## src/rtl/s298_resp_misr.sv

```systemverilog
// Response MISR for the s298 BIST harness: folds the six s298 outputs per valid beat and
// checks the final signature against golden. Optional X-masking via S298_MISR_XMASK_EN.
module s298_resp_misr #(
    parameter int unsigned      WIDTH = 16,
    parameter logic [WIDTH-1:0] POLY  = WIDTH'(32'h1021),
    parameter logic [WIDTH-1:0] SEED  = '0,
    parameter logic [15:0]      NPAT  = 16'd100
) (
    input  logic             CK,
    input  logic             RN,
    input  logic             start,
    input  logic             in_valid,
    input  logic [5:0]       resp,
    input  logic [WIDTH-1:0] golden,
`ifdef S298_MISR_XMASK_EN
    input  logic [5:0]       xmask,
`endif
    output logic             busy,
    output logic             done,
    output logic             pass,
    output logic [WIDTH-1:0] signature,
    output logic [15:0]      pat_cnt
);

    typedef enum logic [1:0] {StIdle, StRun, StCmp, StDone} state_e;

    state_e           state_q, state_d;
    logic [WIDTH-1:0] sig_q, sig_d;
    logic [15:0]      cnt_q, cnt_d;
    logic             pass_q, pass_d;
    logic [5:0]       resp_eff;
    logic [WIDTH-1:0] sig_step;

`ifdef S298_MISR_XMASK_EN
    assign resp_eff = resp & ~xmask;
`else
    assign resp_eff = resp;
`endif

    // Galois MISR: shift left, fold the MSB back through POLY, then absorb the response.
    assign sig_step = {sig_q[WIDTH-2:0], 1'b0}
                    ^ (sig_q[WIDTH-1] ? POLY : '0)
                    ^ {{(WIDTH-6){1'b0}}, resp_eff};

    always_comb begin
        state_d = state_q;
        sig_d   = sig_q;
        cnt_d   = cnt_q;
        pass_d  = pass_q;
        case (state_q)
            StIdle: begin
                if (start) begin
                    sig_d   = SEED;
                    cnt_d   = '0;
                    state_d = StRun;
                end
            end
            StRun: begin
                if (in_valid) begin
                    sig_d = sig_step;
                    cnt_d = cnt_q + 16'd1;
                    if (cnt_q == NPAT - 16'd1) begin
                        state_d = StCmp;
                    end
                end
            end
            StCmp: begin
                pass_d  = (sig_q == golden);
                state_d = StDone;
            end
            StDone: begin
                if (start) begin
                    pass_d  = 1'b0;
                    sig_d   = SEED;
                    cnt_d   = '0;
                    state_d = StRun;
                end
            end
            default: state_d = StIdle;
        endcase
    end

    always_ff @(posedge CK or negedge RN) begin
        if (!RN) begin
            state_q <= StIdle;
            sig_q   <= '0;
            cnt_q   <= '0;
            pass_q  <= 1'b0;
        end else begin
            state_q <= state_d;
            sig_q   <= sig_d;
            cnt_q   <= cnt_d;
            pass_q  <= pass_d;
        end
    end

    assign busy      = (state_q == StRun) || (state_q == StCmp);
    assign done      = (state_q == StDone);
    assign pass      = pass_q;
    assign signature = sig_q;
    assign pat_cnt   = cnt_q;

endmodule

```

## config.mk

```make
export PLATFORM = sky130hd
export DESIGN_NAME = s298_resp_misr
export DESIGN_NICKNAME = d
export VERILOG_FILES = /design/src/rtl/s298_resp_misr.sv
export SDC_FILE = /design/constraint.sdc
export NUM_CORES = 1
export LEC_CHECK = 0
export CORE_MARGIN = 2
export CORE_UTILIZATION = 46
export CTS_BUF_LIST = sky130_fd_sc_hd__clkbuf_16
export DETAILED_ROUTE_END_ITERATION = 8
export MAX_ROUTING_LAYER = met4
export PLACE_DENSITY = 0.8
export SETUP_SLACK_MARGIN = 0.1
export SLEW_MARGIN = 15
export SYNTH_ARGS = -nofsm -noshare
export SYNTH_HDL_FRONTEND = slang
export SYNTH_SLANG_ARGS = --single-unit
```

## constraint.sdc

```tcl
create_clock -name CK -period 2.6 [get_ports CK]
set_clock_uncertainty 0.1 [all_clocks]
set_input_delay 0.52 -clock CK [delete_from_list [all_inputs] [get_ports CK]]
set_output_delay 0.52 -clock CK [all_outputs]
set_load 0.005 [all_outputs]
```

# Yosys cells after proc, flatten, opt, wreduce, memory -nomap -nowiden
# Index checks and enable logic that the tools add are counted.
dict set report word_totals {
  regBits 35
  in_bits 26
  output_inout_bits 35
  word_cells 36
}
dict set report op_classes {
  add_sub_neg 1
  eq_ne 9
  n_mux 12
  bitwise_logic 2
  reduce_logical 8
}
# op n
set op_table {}
lappend op_table {{$pmux W16 S2} 2}
lappend op_table {{$mux W16} 3}
lappend op_table {{$add A16 B1 Y16 const B} 1}
lappend op_table {{$eq A16 B16 Y1} 1}
lappend op_table {{$eq A16 B7 Y1 const B} 1}
lappend op_table {{$xor A16 B13 Y16} 1}
lappend op_table {{$xor A16 B6 Y16} 1}
lappend op_table {{$mux W13} 1}
lappend op_table {{$mux W2} 3}
lappend op_table {{$ne A2 B2 Y1 const B} 3}
lappend op_table {{$pmux W2 S3} 1}
lappend op_table {{$reduce_and A3 Y1} 2}
lappend op_table {{$eq A2 B2 Y1 const B} 2}
lappend op_table {{$reduce_bool A2 Y1} 2}
lappend op_table {{$eq A2 B1 Y1 const B} 1}
lappend op_table {{$logic_not A2 Y1} 1}
lappend op_table {{$ne A2 B1 Y1 const B} 1}
lappend op_table {{$pmux W1 S2} 1}
lappend op_table {{$reduce_and A2 Y1} 1}
lappend op_table {{$reduce_or A2 Y1} 1}
lappend op_table {{$logic_or A1 B1 Y1} 1}
lappend op_table {{$mux W1} 1}

# Longest topological paths before layout
dict set report logic_depth {
  ltp_word 5
  mapped_depth 7
  depth_no_buf 6
}

# Least setup slack after synthesis
# No wires, ideal clock.
dict set report synth_timing {
  path_type {reg2reg}
  from {register state_q[0]}
  to {register cnt_q[12] (netlist: pat_cnt[12])}
  setup_ps 78
  arrival_ps 2054
  required_ps 2422
  path_slack_ps 368
  stages_incl_launch_ff 8
  path_buffers 1
  synth_period_minus_slack_ps 2232
  cell_sequence {dfrtp_1 -> inv_1 -> ha_1 -> nor2b_1 -> or3_1 -> buf_2 -> or4_1 -> a21oi_1}
}
dict set report synth_via {
  elab_chain_cells 4
  elab_cells_between_ends 9
  classes_between {4 x eq/ne; 1 x mux; 4 x reduce/logical}
}
# element line
set synth_lines {}
lappend synth_lines {{start, declared} 27} ;# state_e state_q, state_d;
lappend synth_lines {{start signal, assigned} 85} ;# state_q <= StIdle;
lappend synth_lines {{start signal, assigned} 90} ;# state_q <= state_d;
lappend synth_lines {{$eq A2 B2 Y1 or $logic_not A2 Y1 (tied branches)} 50} ;# case (state_q)
lappend synth_lines {{$reduce_or A2 Y1 (no source line)} n/a}
lappend synth_lines {{$ne A2 B1 Y1 (no source line) or $reduce_bool A2 Y1 (tied branches)} n/a}
lappend synth_lines {{$reduce_and A3 Y1 (no source line)} n/a}
lappend synth_lines {{end signal, assigned} 92} ;# cnt_q <= cnt_d;
lappend synth_lines {{end, declared} 29} ;# logic [15:0] cnt_q, cnt_d;
# Several ways; a longest one is shown, not always the timed one.
# A chain may end at the register's enable or synchronous reset.

# Worst setup path in the final report
dict set report layout_timing {
  from {register state_q[0]}
  to {output busy}
}
dict set report layout_via {
  elab_chain_cells 2
  elab_cells_between_ends 3
  classes_between {2 x eq/ne; 1 x reduce/logical}
}
# element line
set layout_lines {}
lappend layout_lines {{$eq A2 B1 Y1 or $eq A2 B2 Y1 (tied branches)} 97} ;# assign busy = (state_q == StRun) || (state_q == StCmp);
lappend layout_lines {{$logic_or A1 B1 Y1 (*)} 97}
lappend layout_lines {{end, declared} 18} ;# output logic busy,
# Every way passes the cells marked *; elsewhere a longest branch is shown, timed or not.

==> metrics.log <==
INFO  metric timing.critical_path.slowest_stage_cell = clkdlybuf4s50_1
INFO  metric place_congestion = 0.879
INFO  metric cts_max_path_buffers = 2
INFO  metric max_freq = about 420 MHz
INFO  metric syn_avg_cell_area = 9.21 um^2
INFO  metric synth_edf_count = 0
INFO  metric ir_worst_vdd = 0.577 mV
INFO  metric critPathKind = reg -> out
INFO  metric num-nets-final = 308
INFO  metric seqPwrFrac = 33.7%
INFO  metric share_comb_of_total_power = 35.6%
INFO  metric die-area = around 0.0047 mm^2
INFO  metric cell_internal_pwr = 1.49 mW
INFO  metric clock_insertion_delay_worst_skew = 0.28 ns
INFO  metric drt_pass1_iterations = 4
INFO  metric cts_made_buffers = 5
INFO  metric numPortBuffers = 60
INFO  metric crit_arrival = 1.77 ns
INFO  metric layoutNonFillerInstCount = 329
INFO  metric grt_remaining_overflow = 0
INFO  metric worstPathMaxFanout = 6
INFO  metric first_pass_grt_wire_length = around 7800 um
INFO  metric crit_path_frequent_cell = inv_1
INFO  metric placementRows = 23
INFO  metric wl_per_cell = around 15 um
INFO  metric synth-seq-area-share = 45.5%
INFO  metric min_delay_worst_endpoint = pass
INFO  metric synth_top_area_cell = dfrtp_1
INFO  metric setup.worst_path.start_class = register
INFO  metric core_area = a little over 0.004 mm^2
INFO  metric total_number_of_cells_along_the_worst_setup_path = 5
INFO  metric drt_wl_total = 4970 um
INFO  metric grt_setup_unrepaired = no
INFO  metric layout_worst_path_cycle_share = 92.0%
INFO  metric drtIter0Drc = 113
INFO  metric syn_area = 0.00193 mm^2
INFO  metric fin_crit = 2.39 ns
INFO  metric min_delay_path_depth = 2
INFO  metric r2r-start = state_q[1]
INFO  metric max_slew.worst_pin.slew = 0.494 ns
INFO  metric vias_in_the_first_global_route = 1674
INFO  metric cpPeakStageDelay = around 0.5 ns
INFO  metric setup-violations-final = 0
INFO  metric clk_transition_reported_paths = roughly 0.060 ns
INFO  metric floorplan.die.width = between 60 and 70 um
INFO  metric initial_antenna_violation_count = 0
INFO  metric synth_area_leaders = dfrtp_1 45%, xor2_1 8.6%, nand2_1 7.4%
INFO  metric critPathTopFamily = buffers and inverters
INFO  metric timing.max_slew.rel_slack = 67.0%
INFO  metric timing.critical_path.to_type = output port
INFO  metric synthTopCellsByCount = 38 x nand2_1, 35 x dfrtp_1, 19 x o21ai_0, 19 x xor2_1, 12 x o31ai_1
INFO  metric crit_buf_inv = 4
INFO  metric globalRouteTotalUtil = a little under a quarter
INFO  metric postSynth.topFlopCell = dfrtp_1
INFO  metric synth_largest_type_area_fraction = 45.5%
INFO  metric synthToLayoutAreaGrowth = 46.1%
INFO  metric syn-num-nets = 239
INFO  metric r2r.worst_path.cells = 6
INFO  metric post_drt_via_cell_ratio = 5.39
INFO  metric yosysWarningCount = 0
INFO  metric min-delay-start = pass
INFO  metric finalHoldViolCount = 0
INFO  metric io_pins = 61
INFO  metric destination_of_the_worst_register_to_register_timing_path = pat_cnt[12]
INFO  metric detailed_place_hpwl = about 3500 um
INFO  metric powerDensity = 790 mW/mm^2
INFO  metric p_clk_share = 30.7%
INFO  metric initial_utilization = 47.8%
INFO  metric h-tree-depth = 2
INFO  metric async_flop_share = 100%
INFO  metric swShare = 33.1%
INFO  metric leakage = 1.15 nW
INFO  metric final_antenna_net_count = 0
INFO  metric route.vias.total = approximately 1800
INFO  metric fill_cells = 304
INFO  metric maxSlewViolCount = 0
INFO  metric cp_cell_sequence = inv_1 > ha_4 > buf_4 > inv_1 > clkdlybuf4s50_1
INFO  metric fraction_of_layout_cells_with_a_size_suffix_above_1 = under 10%
INFO  metric count_of_unique_library_cells_instantiated_by_yosys = 27
INFO  metric ys_ff_latch = 35
INFO  metric cell_count_after_synthesis = 209
INFO  metric detail_route.drc_violations = 0
INFO  metric max_cap_viol_count = 0
INFO  metric cts_tree = done
INFO  metric timing.setup.tns = 0 ns
INFO  metric post-route-util = 69.8%
INFO  metric outcome = completed
INFO  metric tritoncts_num_sinks = 35
INFO  metric num_antenna_cells = 0
INFO  metric net-switching-power = 0.736 mW
INFO  metric cts_hold_buf = 0
INFO  metric worstPathRequired = 1.98 ns
INFO  metric ctsRootBufferMaster = clkbuf_16
INFO  metric dp_cells = 321
INFO  metric r2r_setup_slack = 0.27 ns
INFO  metric synth_most_common_cell = nand2_1
INFO  metric grt_start_max_net_pins = 36
INFO  metric floorplan.die.height = 68.7 um
INFO  metric worstHoldPathType = reg -> reg
## per-stage QoR
stage	hold WS [ns]	setup slack [ns]	power [mW]	cell area [um^2]
floorplan	0.124	0.368	1.13	1930
global placement	0.383	0.164	1.51	2630
detailed placement	0.396	0.0947	1.53	2630
CTS	0.408	0.125	2.23	2800
global route	0.439	0.104	2.36	2810
finish	0.405	0.207	2.22	2810
## registers in the layout, indices dropped and copies added (netlist names)
signal     flops
signature     16
pass           1
pat_cnt       16
state_q        2
## timing repair
action | in CTS | in global routing
setup endpoints to repair | 0 | 3
gates resized for setup | 0 | 1
setup buffers | 0 | 0
## cell families (layout without fill, tap and decap cells)
group / count (synthesis) / in the layout / synth area share (%)
buf+inv: 13 / 83 / 2.60
xor+xnor: 29 / 29 / 13.2
simple gates: 83 / 83 / 22.0
flops: 35 / 35 / 45.5
mux: 2 / 2 / 1.10
fa+ha+maj: 4 / 4 / 2.60
compound gates: 43 / 43 / 13.0
## routing by layer
layer  vias up  global-route usage [%]  wire length [um]
met5         -                       -                 0
met4         0                    9.56                48
met3         6                    5.68               211
met2        43                    34.6              2490
met1       847                    30.6              2230
li1        878                       -                 -
## cell type report
type                    count  area [um^2]  area share (%)
multi-input cells         161         1010            36.0
clock buffers               5          125            4.45
clock inverters             3         43.8            1.56
well taps                  50         62.6            2.22
flip-flops and latches     35          876            31.1
repair buffers             70          676            24.0
inverters                   5         18.8           0.667
## how the worst max path moves through the flow
stage | startpoint | end | slack [ns]
final | state_q[0] | busy | 0.21
after CTS | state_q[0] | busy | 0.13
after global routing | state_q[1] | pat_cnt[12] | 0.10
after global placement | start | pat_cnt[12] | 0.16
after detailed placement | in_valid | pat_cnt[12] | 0.09
after floorplan | state_q[0] | pat_cnt[12] | 0.37
## placed cells by master, fill, tap and decap left out, drive strengths merged
cell type      count
or4                5
dfrtp             35
a21o               1
clkbuf             5
nand2b             2
ha                 4
nor4bb             1
buf               10
nand2             38
a21oi             10
clkinv             2
o21ai             19
nor4b              3
nand3              7
xnor2             10
xor2              19
nor4               5
nand4              5
nor2b              1
mux2               1
and4               2
nor3               1
o31ai             12
inv                5
a21boi             1
or3                8
nor2               5
bufinv             1
mux2i              1
clkdlybuf4s50     60
## power by group through the flow
| stage | logic (mW) | registers (mW) | clock network (mW) |
|---|---|---|---|
| floorplan | 0.393 | 0.736 | 0 |
| CTS | 0.791 | 0.745 | 0.694 |
| detailed placement | 0.781 | 0.753 | 0 |
| global route | 0.878 | 0.766 | 0.719 |
| finish | 0.793 | 0.750 | 0.682 |
| global placement | 0.762 | 0.753 | 0 |
## worst register-to-register path: cells and delay by family (launching register included)
family,cells,cell delay [ns]
AOI/OAI and AO/OA,1,0.16
adders and majority gates,1,0.28
buffers and inverters,1,0.09
DFF,1,0.42
muxes,1,0.20
and+or+nand+nor,2,1.02
Note: power is estimated with default switching activity, not from simulation.
